===== src/rtl/seg_pkg.sv =====
// seg_pkg: shared segment/anode encodings and digit geometry for the display bus
package seg_pkg;
  localparam int DIG_W = 3;
  localparam int NUM_POS = 4;
  localparam logic [6:0] SEG_D0 = 7'b0000001;
  localparam logic [6:0] SEG_D1 = 7'b1001111;
  localparam logic [6:0] SEG_D2 = 7'b0010010;
  localparam logic [6:0] SEG_D3 = 7'b0000110;
  localparam logic [6:0] SEG_D4 = 7'b1001100;
  localparam logic [6:0] SEG_D5 = 7'b0100100;
  localparam logic [6:0] SEG_BLANK = 7'b1111111;
  localparam logic [3:0] AN_OFF = 4'b1111;
  localparam logic [3:0] AN_P0 = 4'b1110;
  localparam logic [3:0] AN_P1 = 4'b1101;
  localparam logic [3:0] AN_P2 = 4'b1011;
  localparam logic [3:0] AN_P3 = 4'b0111;
endpackage


===== src/rtl/seg_pattern_decode.sv =====
// seg_pattern_decode: active-low a..g pattern to digit value plus legality flag
import seg_pkg::*;
module seg_pattern_decode (
  input  logic [6:0]       pat,
  output logic [DIG_W-1:0] val,
  output logic             legal
);
  // map the six legal glyphs; anything else decodes to 0 and is flagged illegal
  always_comb begin
    val = pat == SEG_D1 ? 3'd1 : pat == SEG_D2 ? 3'd2 : pat == SEG_D3 ? 3'd3 :
          pat == SEG_D4 ? 3'd4 : pat == SEG_D5 ? 3'd5 : 3'd0;
    legal = pat inside {SEG_D0, SEG_D1, SEG_D2, SEG_D3, SEG_D4, SEG_D5};
  end
endmodule


===== src/rtl/seg_scan_decoder.sv =====
// seg_scan_decoder: readback of the multiplexed 7-seg bus into digit registers; SEG_SCAN_SYNC_EN adds a 2-flop input synchronizer
import seg_pkg::*;
module seg_scan_decoder #(
  parameter int STABLE_CNT = 4,
  parameter int BLANK_LIMIT = 1024
) (
  input  logic                     clk,
  input  logic                     rst_n,
  input  logic [0:6]               seg_in,
  input  logic [3:0]               anode_in,
  input  logic                     clr_i,
  output logic [NUM_POS*DIG_W-1:0] dig_o,
  output logic [NUM_POS-1:0]       dig_valid_o,
  output logic                     upd_o,
  output logic [DIG_W-1:0]         lvl_o,
  output logic                     blank_o,
  output logic                     err_o
);
  localparam int BW = $clog2(BLANK_LIMIT + 1);
  localparam logic [3:0] S = 4'(STABLE_CNT);
  logic [10:0] src, key_q, prev_q;
  logic [3:0] run_cnt, run_nxt;
  logic [BW-1:0] blank_cnt, blank_nxt;
  logic [1:0] pos;
  logic [DIG_W-1:0] val;
  logic legal, valid, same, acc, good, chg, off, hit;
`ifdef SEG_SCAN_SYNC_EN
  logic [10:0] s1_q, s2_q;
  // two-flop synchronizer for a bus arriving from another clock domain
  always_ff @(posedge clk or negedge rst_n) begin
    if (!rst_n) begin
      s1_q <= '1;
      s2_q <= '1;
    end else begin
      s1_q <= {anode_in, seg_in};
      s2_q <= s1_q;
    end
  end
  assign src = s2_q;
`else
  assign src = {anode_in, seg_in};
`endif
  seg_pattern_decode u_dec (.pat(key_q[6:0]), .val(val), .legal(legal));
  // stability filter and acceptance qualification on the registered key
  always_comb begin
    valid = key_q[10:7] != AN_OFF && key_q[6:0] != SEG_BLANK;
    same = key_q == prev_q;
    run_nxt = !valid ? 4'd0 : !same ? 4'd1 : run_cnt == S ? S : run_cnt + 4'd1;
    acc = valid && same && run_cnt == S - 4'd1;
    pos = key_q[10:7] == AN_P1 ? 2'd1 : key_q[10:7] == AN_P2 ? 2'd2 : key_q[10:7] == AN_P3 ? 2'd3 : 2'd0;
    good = legal && key_q[10:7] inside {AN_P0, AN_P1, AN_P2, AN_P3};
    chg = dig_o[pos*DIG_W +: DIG_W] != val || !dig_valid_o[pos];
    off = src[10:7] == AN_OFF;
    blank_nxt = !off ? '0 : blank_cnt == BW'(BLANK_LIMIT) ? blank_cnt : blank_cnt + 1'b1;
    hit = off && blank_cnt == BW'(BLANK_LIMIT - 1);
  end
  // key pipeline, run counter and blink detector
  always_ff @(posedge clk or negedge rst_n) begin
    if (!rst_n) begin
      key_q <= '1;
      prev_q <= '1;
      run_cnt <= '0;
      blank_cnt <= '0;
      blank_o <= 1'b0;
    end else begin
      key_q <= src;
      prev_q <= key_q;
      run_cnt <= run_nxt;
      blank_cnt <= blank_nxt;
      blank_o <= acc ? 1'b0 : hit ? 1'b1 : blank_o;
    end
  end
  // digit registers, change strobe and sticky error; clear wins over acceptance
  always_ff @(posedge clk or negedge rst_n) begin
    if (!rst_n) begin
      dig_o <= '0;
      dig_valid_o <= '0;
      upd_o <= 1'b0;
      err_o <= 1'b0;
    end else begin
      upd_o <= !clr_i && acc && good && chg;
      if (clr_i) begin
        dig_o <= '0;
        dig_valid_o <= '0;
        err_o <= 1'b0;
      end else if (acc && good) begin
        dig_o[pos*DIG_W +: DIG_W] <= val;
        dig_valid_o[pos] <= 1'b1;
      end else if (acc) begin
        err_o <= 1'b1;
      end
    end
  end
  assign lvl_o = dig_o[2*DIG_W +: DIG_W];
endmodule


===== config.mk =====
export PLATFORM = sky130hd
export DESIGN_NAME = seg_scan_decoder
export DESIGN_NICKNAME = d
export VERILOG_FILES = /design/src/rtl/seg_pkg.sv /design/src/rtl/seg_pattern_decode.sv /design/src/rtl/seg_scan_decoder.sv
export SDC_FILE = /design/constraint.sdc
export NUM_CORES = 1
export LEC_CHECK = 0
export CORE_MARGIN = 1
export CORE_UTILIZATION = 42
export DETAILED_ROUTE_END_ITERATION = 6
export PLACE_DENSITY = 0.72
export SETUP_SLACK_MARGIN = 0.02
export SLEW_MARGIN = 20
export SYNTH_ARGS = -nofsm -noshare
export SYNTH_HDL_FRONTEND = slang
export SYNTH_SLANG_ARGS = --single-unit

===== constraint.sdc =====
create_clock -name clk -period 4.2 [get_ports clk]
set_input_delay 1.26 -clock clk [delete_from_list [all_inputs] [get_ports clk]]
set_output_delay 1.26 -clock clk [all_outputs]
set_load 0.01 [all_outputs]

# Word level (Yosys, flattened, before mapping)
# Index checks and enable logic that the tools add are counted.
word_totals:
  register_bits: 56
  latch_bits: 0
  ram_bits: 0
  romBits: 0
  input_bits: 14
  out_inout_bits: 22
  n_memories: 0
op_classes:
  n_addsub: 3
  multipliers: 1
  n_div: 0
  order_cmp: 2
  eq_ne: 21
  n_shift: 3
  mux: 27
  bitwise_logic: 1
  n_reduce_logical: 19
op_table:
  columns: ["cell", "n"]
  rows:
  - ["$neg A4 Y34", 1]
  - ["$shift A3 B34 Y12 const A", 1]
  - ["$shiftx A3 B34 Y12", 1]
  - ["$mux W12", 2]
  - ["$mux W11", 2]
  - ["$mux W4", 5]
  - ["$eq A4 B4 Y1 const B", 4]
  - ["$mux W3", 5]
  - ["$eq A7 B7 Y1 const B", 2]
  - ["$bwmux W12", 1]
  - ["$shiftx A12 B5 Y3", 1]
  - ["$add A11 B1 Y11 const B", 1]
  - ["$eq A11 B10 Y1 const B", 1]
  - ["$eq A11 B11 Y1", 1]
  - ["$eq A11 B11 Y1 const B", 1]
  - ["$logic_and A1 B1 Y1", 10]
  - ["$eq A4 B3 Y1 const B", 2]
  - ["$eq A7 B1 Y1 const B", 1]
  - ["$eq A7 B3 Y1 const B", 1]
  - ["$eq A7 B5 Y1 const B", 1]
  - ["$eq A7 B6 Y1 const B", 1]
  - ["$mux W1", 7]
  - ["$ne A7 B7 Y1 const B", 1]
  - ["$mux W2", 3]
  - ["other kinds (17)", 21]

# Longest topological paths before layout
# Gate-level depths: netlist of the first run.
depth:
  word_depth: 11
  ltp_mapped: 8
  ltp_nobuf: 7

# By module
# Synthesis of the first run repeated with hierarchy kept, for this count alone.
unflattened:
  cells_unflattened: 286
  area_unflattened_um2: 2969.1
modules_own_cells:
  columns: ["mod", "instances", "cells_each", "area_per_inst_um2", "seq_area_each_um2"]
  rows:
  - ["seg_scan_decoder", 1, 266, 2822.7, 1428.9]
  - ["seg_pattern_decode", 1, 20, 146.4, 0.0]

# Worst setup path after synthesis of the first run
# Ideal clock, no wire load.
synth_timing:
  path_kind: "register to register"
  start: "reg key_q[1]"
  end: "reg dig_o[5]"
  setup_ns: 0.132
  arrival_ns: 2.347
  slack_ns: 1.721
  path_stages_with_launch: 8
  synth_period_minus_slack_ns: 2.479
  cell_sequence: "dfstp_2 -> buf_6 -> or4_1 -> a2111o_1 -> a32o_2 -> nor4_4 -> mux2i_1 -> nor2_1"
synth_between:
  elab_chain_len: 10
  elab_cells_between_ends: 24
  classes_between: "8 x eq/ne; 1 x shift; 8 x mux; 7 x reduce/logical"
synth_lines:
  columns: ["item", "line", "source"]
  rows:
  - ["from (decl)", "seg_scan_decoder.sv:21", "logic [10:0] src, key_q, prev_q;"]
  - ["from (signal assigned)", "seg_scan_decoder.sv:66", "key_q <= src;"]
  - ["$eq A7 B6 Y1", "seg_pattern_decode.sv:11, seg_pattern_decode.sv:12", null]
  - ["$mux W3 (2 in series)", "seg_pattern_decode.sv:11", "pat == SEG_D4 ? 3'd4 : pat == SEG_D5 ? 3'd5 : 3'd0;"]
  - ["$mux W3 (3 in series)", "seg_pattern_decode.sv:10", "val = pat == SEG_D1 ? 3'd1 : pat == SEG_D2 ? 3'd2 : pat == SEG_D3 ? 3'd3 :"]
  - ["$shiftx A3 B34 Y12", "seg_scan_decoder.sv:87", "dig_o[pos*DIG_W +: DIG_W] <= val;"]
  - ["$bwmux W12", "seg_scan_decoder.sv:87", null]
  - ["$mux W12", "seg_scan_decoder.sv:86", "end else if (acc && good) begin"]
  - ["$mux W12", "seg_scan_decoder.sv:82", "if (clr_i) begin"]
  - ["to (signal, indexed assignment)", "seg_scan_decoder.sv:87", null]
  - ["to (decl)", "seg_scan_decoder.sv:12", "output logic [NUM_POS*DIG_W-1:0] dig_o,"]
# Parallel ways exist; a longest one is shown, timed or not. The select of a mux whose other input is x is not followed.
# A chain may end at the register's enable or synchronous reset.

# Worst setup path after layout of the first run
# Same ends and word-level chain as after synthesis.

==> impl_metrics.ini, run 1 <==
[outcome]
run_status = finished, final reports clean

[place]
place_ws_ns = 1.52
port_buffers = 35
hpwl_mm = 4.12
placed_area_sq_um = 3150
place_congestion = 0.827

[cells_and_area]
final_layout_size_suffix_gt1_share_pct = 13.4
layout.cells.most_common = nor2_1
area_growth_pct = 18.1
fin_nets = 309
final_cell_mix = nor2_1, dfrtp_1, clkdlybuf4s50_1
design_area_sq_um = 3260
nFillCells = 578
antenna_cells = 0

[critical_path]
crit_path_top_delay_cell = or4_1
crit_chain = or4_1 > a2111o_1 > a32o_2 > nor4_4 > mux2i_1 > nor2_1
r2r_end = dig_o[5]
rr_worst_depth = 6
r2r_start = key_q[1]
cp-end-kind = register
crit_family = simple AND/OR/NAND/NOR gates
cp_max_fo = 9
critPathRequiredTime_ns = 4.37
critPathKind = reg2reg
start_kind = register
max_stage_delay_ns = 0.53
critPathBufInv = 0
critical_path_arrival_ns = 2.79
ff2ff_setup_slack_ns = 1.58

[synthesis]
ys_seq_elements = 56
ys_seq_area_share_pct = 51.8
synthesis.area_sq_um = 2760
syn_nets = 278
yosysTopAreaCell = dfrtp_1
synth-async-reset-ratio_pct = 100
syn_inst = 260
yosysWarningCount = 0
netlist.area_leader.share_pct = 30.8
ys.flop_type = dfrtp_1
synth_edf_count = 0
ys_top_cells_by_area = dfrtp_1, dfstp_2, xor2_1, nor2_1, mux2i_1
synthDistinctLibCells = 55
avgSynthCellArea_sq_um = 10.6

[cts]
clk_pin_slew_ns = 0.10
cts_tree = done
clock_path_buffers = 2
cts.sinks = 56
postCtsResizedCells = 0
clock_latency_ns = 0.30
cts_htree_levels = 2
cts_buffers = 5
post_cts.repair.setup_buffers = 0
cts-hold-fix-buffers = 0
cts-root-buf = clkbuf_8

[timing]
drv_slew = 0
slew_headroom_pct = 54.3
tns_ns = 0
setup_viol = 0
grt_setup_unrepaired = no
period_share_pct = 62.4
worst_pin_slew_ns = 0.685
fmax_mhz = 382
setup_ws_ns = 1.58
hold_viol_final = 0
layout_min_cycle_time_ns = 2.62
fin_skew_ns = 0.00933

[global_route]
grt_use_total_pct = 17.4
grt_max_degree = 32
antenna_found_initial = 0
grt-ovfl-total = 0
grt_pass1_vias = 1938
grt_first_pass_wirelength_mm = 9.63

[drt]
drtIter0Drc = 165
num_vias = 1971
drtAntennaViolNets = 0
drt_pass1_iterations = 4
drt_wl_total_mm = 5.58
drc_errors = 0
wire_per_inst_microns = 15.1
via_per_inst = 5.34

[floorplanning]
coreArea_sq_um = 6350
die_w_microns = 83.1
start_util_pct = 43.4
ios = 36
die_h_microns = 83.1
fp.dieArea_sq_um = 6900
fp-row-count = 29

[hold_path]
min-delay-start = key_q[6]
hold_end = prev_q[6]
holdPathStages = 0
holdCritPathClass = reg2reg

[power_and_ir_drop]
power.density_nw_per_um2 = 304
leakagePower_nw = 1.35
peakVddDrop_mv = 0.214

[job]
cap_violations = 0
-- where the power goes --
| group | internal [mW] | total (mW) | switching, mW |
|---|---|---|---|
| clock network | 0.180 | 0.349 | 0.168 |
| logic | 0.0289 | 0.0628 | 0.0338 |
| registers | 0.560 | 0.579 | 0.0195 |
-- worst reg2reg max path, delay by kind of cell (launching register included) --
family | cells | cell delay, ns
multiplexers | 1 | 0.24
flip-flops | 1 | 0.43
AND/OR/NAND/NOR | 3 | 1.04
AO/OA/AOI/OAI | 2 | 0.78
-- cell families (layout without fill, tap and decap cells) --
logic type,after synthesis,count (layout),share of synthesized area [%]
buffers and inverters,24,56,3.95
flip-flops,56,56,51.8
adder cells (fa/ha/maj),4,4,1.81
multiplexers,12,12,4.40
XOR/XNOR,22,22,6.98
AND/OR/NAND/NOR,99,99,20.7
AO/OA/AOI/OAI,43,43,10.4
-- synth_stat cells, types with 2 or more instances --
library cell / n
a21oi_1: 12
a22oi_1: 3
a31oi_1: 2
and3_1: 6
buf_1: 2
buf_4: 3
clkbuf_1: 7
dfrtp_1: 34
dfstp_2: 22
ha_1: 4
inv_1: 11
mux2i_1: 11
nand2_1: 12
nand2b_1: 3
nand3_1: 9
nand4_1: 3
nand4b_1: 4
nor2_1: 35
nor3_1: 5
nor3b_1: 2
nor4_1: 4
nor4_4: 2
nor4b_1: 2
o21ai_0: 6
o21ai_1: 3
o22ai_1: 3
or3_1: 2
xnor2_1: 3
xor2_1: 19
-- flip-flops by register name (all words and copies together), names as in the netlist --
| name | count |
|---|---|
| blank_cnt | 11 |
| blank_o | 1 |
| dig_o | 12 |
| dig_valid_o | 4 |
| err_o | 1 |
| key_q | 11 |
| prev_q | 11 |
| run_cnt | 4 |
| upd_o | 1 |
-- area by class of cell --
type	count	area (sq um)	share of cell area (%)
Tap cell	77	96.3	2.96
Inverter	11	41.3	1.27
Sequential cell	56	1430	43.8
Timing Repair Buffer	37	360	11.1
Clock buffer	6	72.6	2.23
Clock inverter	2	38.8	1.19
Multi-Input combinational cell	180	1220	37.5
-- routing by layer --
layer | GRT usage, % | vias up | wire length [microns]
li1 | - | 970 | -
met1 | 23.4 | 956 | 2600
met2 | 28.7 | 36 | 2680
met3 | 3.68 | 9 | 229
met4 | 4.70 | 0 | 74
met5 | 0 | - | 0
-- stage by stage --
stage          hold WS, ns  power [mW]  utilization, %  std cells
2_1_floorplan        0.353       0.618               -        260
3_3_place_gp         0.404       0.650            49.6        361
3_5_place_dp         0.401       0.652            49.6        361
4_1_cts              0.417        1.01            51.3        369
5_1_grt              0.425        1.04            51.3        369
6_report             0.413       0.991            51.3        369
-- worst max-delay path by stage --
stage | startpoint | to | slack (ns) | cells after the start
finish | key_q[1] | dig_o[5] | 1.58 | 6
global route | key_q[1] | dig_o[4] | 1.46 | 6
CTS | key_q[1] | dig_o[4] | 1.59 | 6
detailed placement | clr_i | upd_o | 1.52 | 3
global placement | anode_in[0] | blank_o | 1.55 | 5
floorplan | key_q[1] | dig_o[5] | 1.72 | 7
Power figures use the tool's default switching activity.
==> run 2: changes to the inputs <==
Clock period 4.2 ns to 2.62 ns, I/O delays scaled along.
==> run 2 against run 1 <==
  * Wire length rose by 2.6%
  * Combinational power rose by 67%
  * Register-to-register slack got worse by 1.5 ns
  * Core utilization rose by 0.14 points
  * Largest cell class unchanged
  * Worst setup slack got worse by 1.5 ns
  * Sequential share of layout area fell by 0.12 points
  * Sequential power rose by 60%
==> impl_metrics.ini, run 2 (same netlist as run 1, synthesis figures left out) <==
[critical_path]
cp-end-kind = register
critical_path_arrival_ns = 2.70
cp_max_fo = 7
critPathKind = reg2reg
start_kind = register
critPathRequiredTime_ns = 2.83

[power_and_ir_drop]
power.density_nw_per_um2 = 471
peakVddDrop_mv = 0.301
leakagePower_nw = 1.36

[drt]
drtAntennaViolNets = 0
drt_pass1_iterations = 4
drtIter0Drc = 145
num_vias = 2038
drt_wl_total_mm = 5.73
drc_errors = 0
wire_per_inst_microns = 15.4
via_per_inst = 5.48

[timing]
grt_setup_unrepaired = no
drv_slew = 0
layout_min_cycle_time_ns = 2.49
period_share_pct = 95.2
fin_skew_ns = 0.0109
setup_viol = 0
fmax_mhz = 401
tns_ns = 0
slew_headroom_pct = 55.0
hold_viol_final = 0
setup_ws_ns = 0.126
worst_pin_slew_ns = 0.675
whs_ns = 0.420

[cts]
post_cts.repair.setup_buffers = 0
cts-root-buf = clkbuf_8
clk_pin_slew_ns = 0.10
clock_latency_ns = 0.32
clock_path_buffers = 2
cts_buffers = 5
cts_tree = done
cts-hold-fix-buffers = 0
cts_htree_levels = 2
postCtsResizedCells = 0
cts.sinks = 56

[hold_path]
holdCritPathClass = reg2reg

[place]
port_buffers = 35
place_ws_ns = 0.132
placed_cells = 364
place_congestion = 0.819
hpwl_mm = 4.23

[cells_and_area]
top_register = dig_o
final_cell_mix = nor2_1, dfrtp_1, clkdlybuf4s50_1
layout.cells.most_common = nor2_1
fin_nets = 312
stdcell_count = 372
antenna_cells = 0
fin_util_pct = 51.5
area_growth_pct = 18.5
final_layout_size_suffix_gt1_share_pct = 14.6
largest_reg_flops = 12

[global_route]
grt_pass1_vias = 1948
antenna_found_initial = 0
grt_max_degree = 57
grt_use_total_pct = 17.7
grt-ovfl-total = 0
grt_first_pass_wirelength_mm = 9.71

[floorplanning]
fp.dieArea_sq_um = 6900
ios = 36
die_w_microns = 83.1
start_util_pct = 43.4
coreArea_sq_um = 6350
fp-row-count = 29
die_h_microns = 83.1

[job]
cap_violations = 0

[outcome]
run_status = finished, final reports clean
run 2: cell types whose count changed in the layout (fill, tap and decap cells not counted):
| cell | change |
|---|---|
| inv_8 | +1 |
| inv_6 | +1 |
| buf_4 | +3 |
| bufinv_16 | -1 |
| clkbuf_1 | -1 |
run 2: per-layer routing:
metal	GRT usage (%)	vias to the layer above	routed length (microns)	share of wire [%]
li1	-	981	-	-
met1	24.5	1006	2680	47
met2	28.4	46	2720	47
met3	4.08	5	266	4.6
met4	4.39	0	57	1.0
met5	0	-	0	0
run 2: worst paths after layout:
check / startpoint / cells after the start / endpoint / slack, ns
setup / recovery: key_q[2] / 6 / dig_o[10] / 0.13
hold / removal: key_q[3] / 0 / prev_q[3] / 0.42
setup reg to reg: key_q[2] / 6 / dig_o[10] / 0.13
hold reg to reg: key_q[3] / 0 / prev_q[3] / 0.42
max in group asynchronous: rst_n / 2 / dig_o[3] / 1.59
min in group asynchronous: rst_n / 2 / blank_cnt[7] / 0.59
run 2: stage by stage:
stage,power (mW),cell area (sq um)
floorplan,0.991,2760
global placement,1.05,3170
detailed placement,1.05,3170
CTS,1.56,3270
global route,1.60,3270
finish,1.54,3270
run 2: worst max-delay path, stage by stage, from the launching register on:
cell,delay (ns)
dfstp_2,0.42
or4_1,0.50
a2111o_1,0.45
a32o_2,0.34
nor4_4,0.38
mux2i_1,0.25
nor2_1,0.06
run 2: layout make-up:
class	count	area, sq um
clock buffers	5	68.8
clock inverters	3	28.8
fillers	577	3080
inverters	11	41.3
multi-input cells	180	1220
flip-flops and latches	56	1430
well taps	77	96.3
repair buffers	40	383
run 2: power breakdown:
group          total, mW  internal, mW  switching [mW]
Combinational      0.105        0.0482          0.0566
Clock              0.509         0.202           0.307
Sequential         0.927         0.897          0.0292
Total               1.54          1.15           0.393
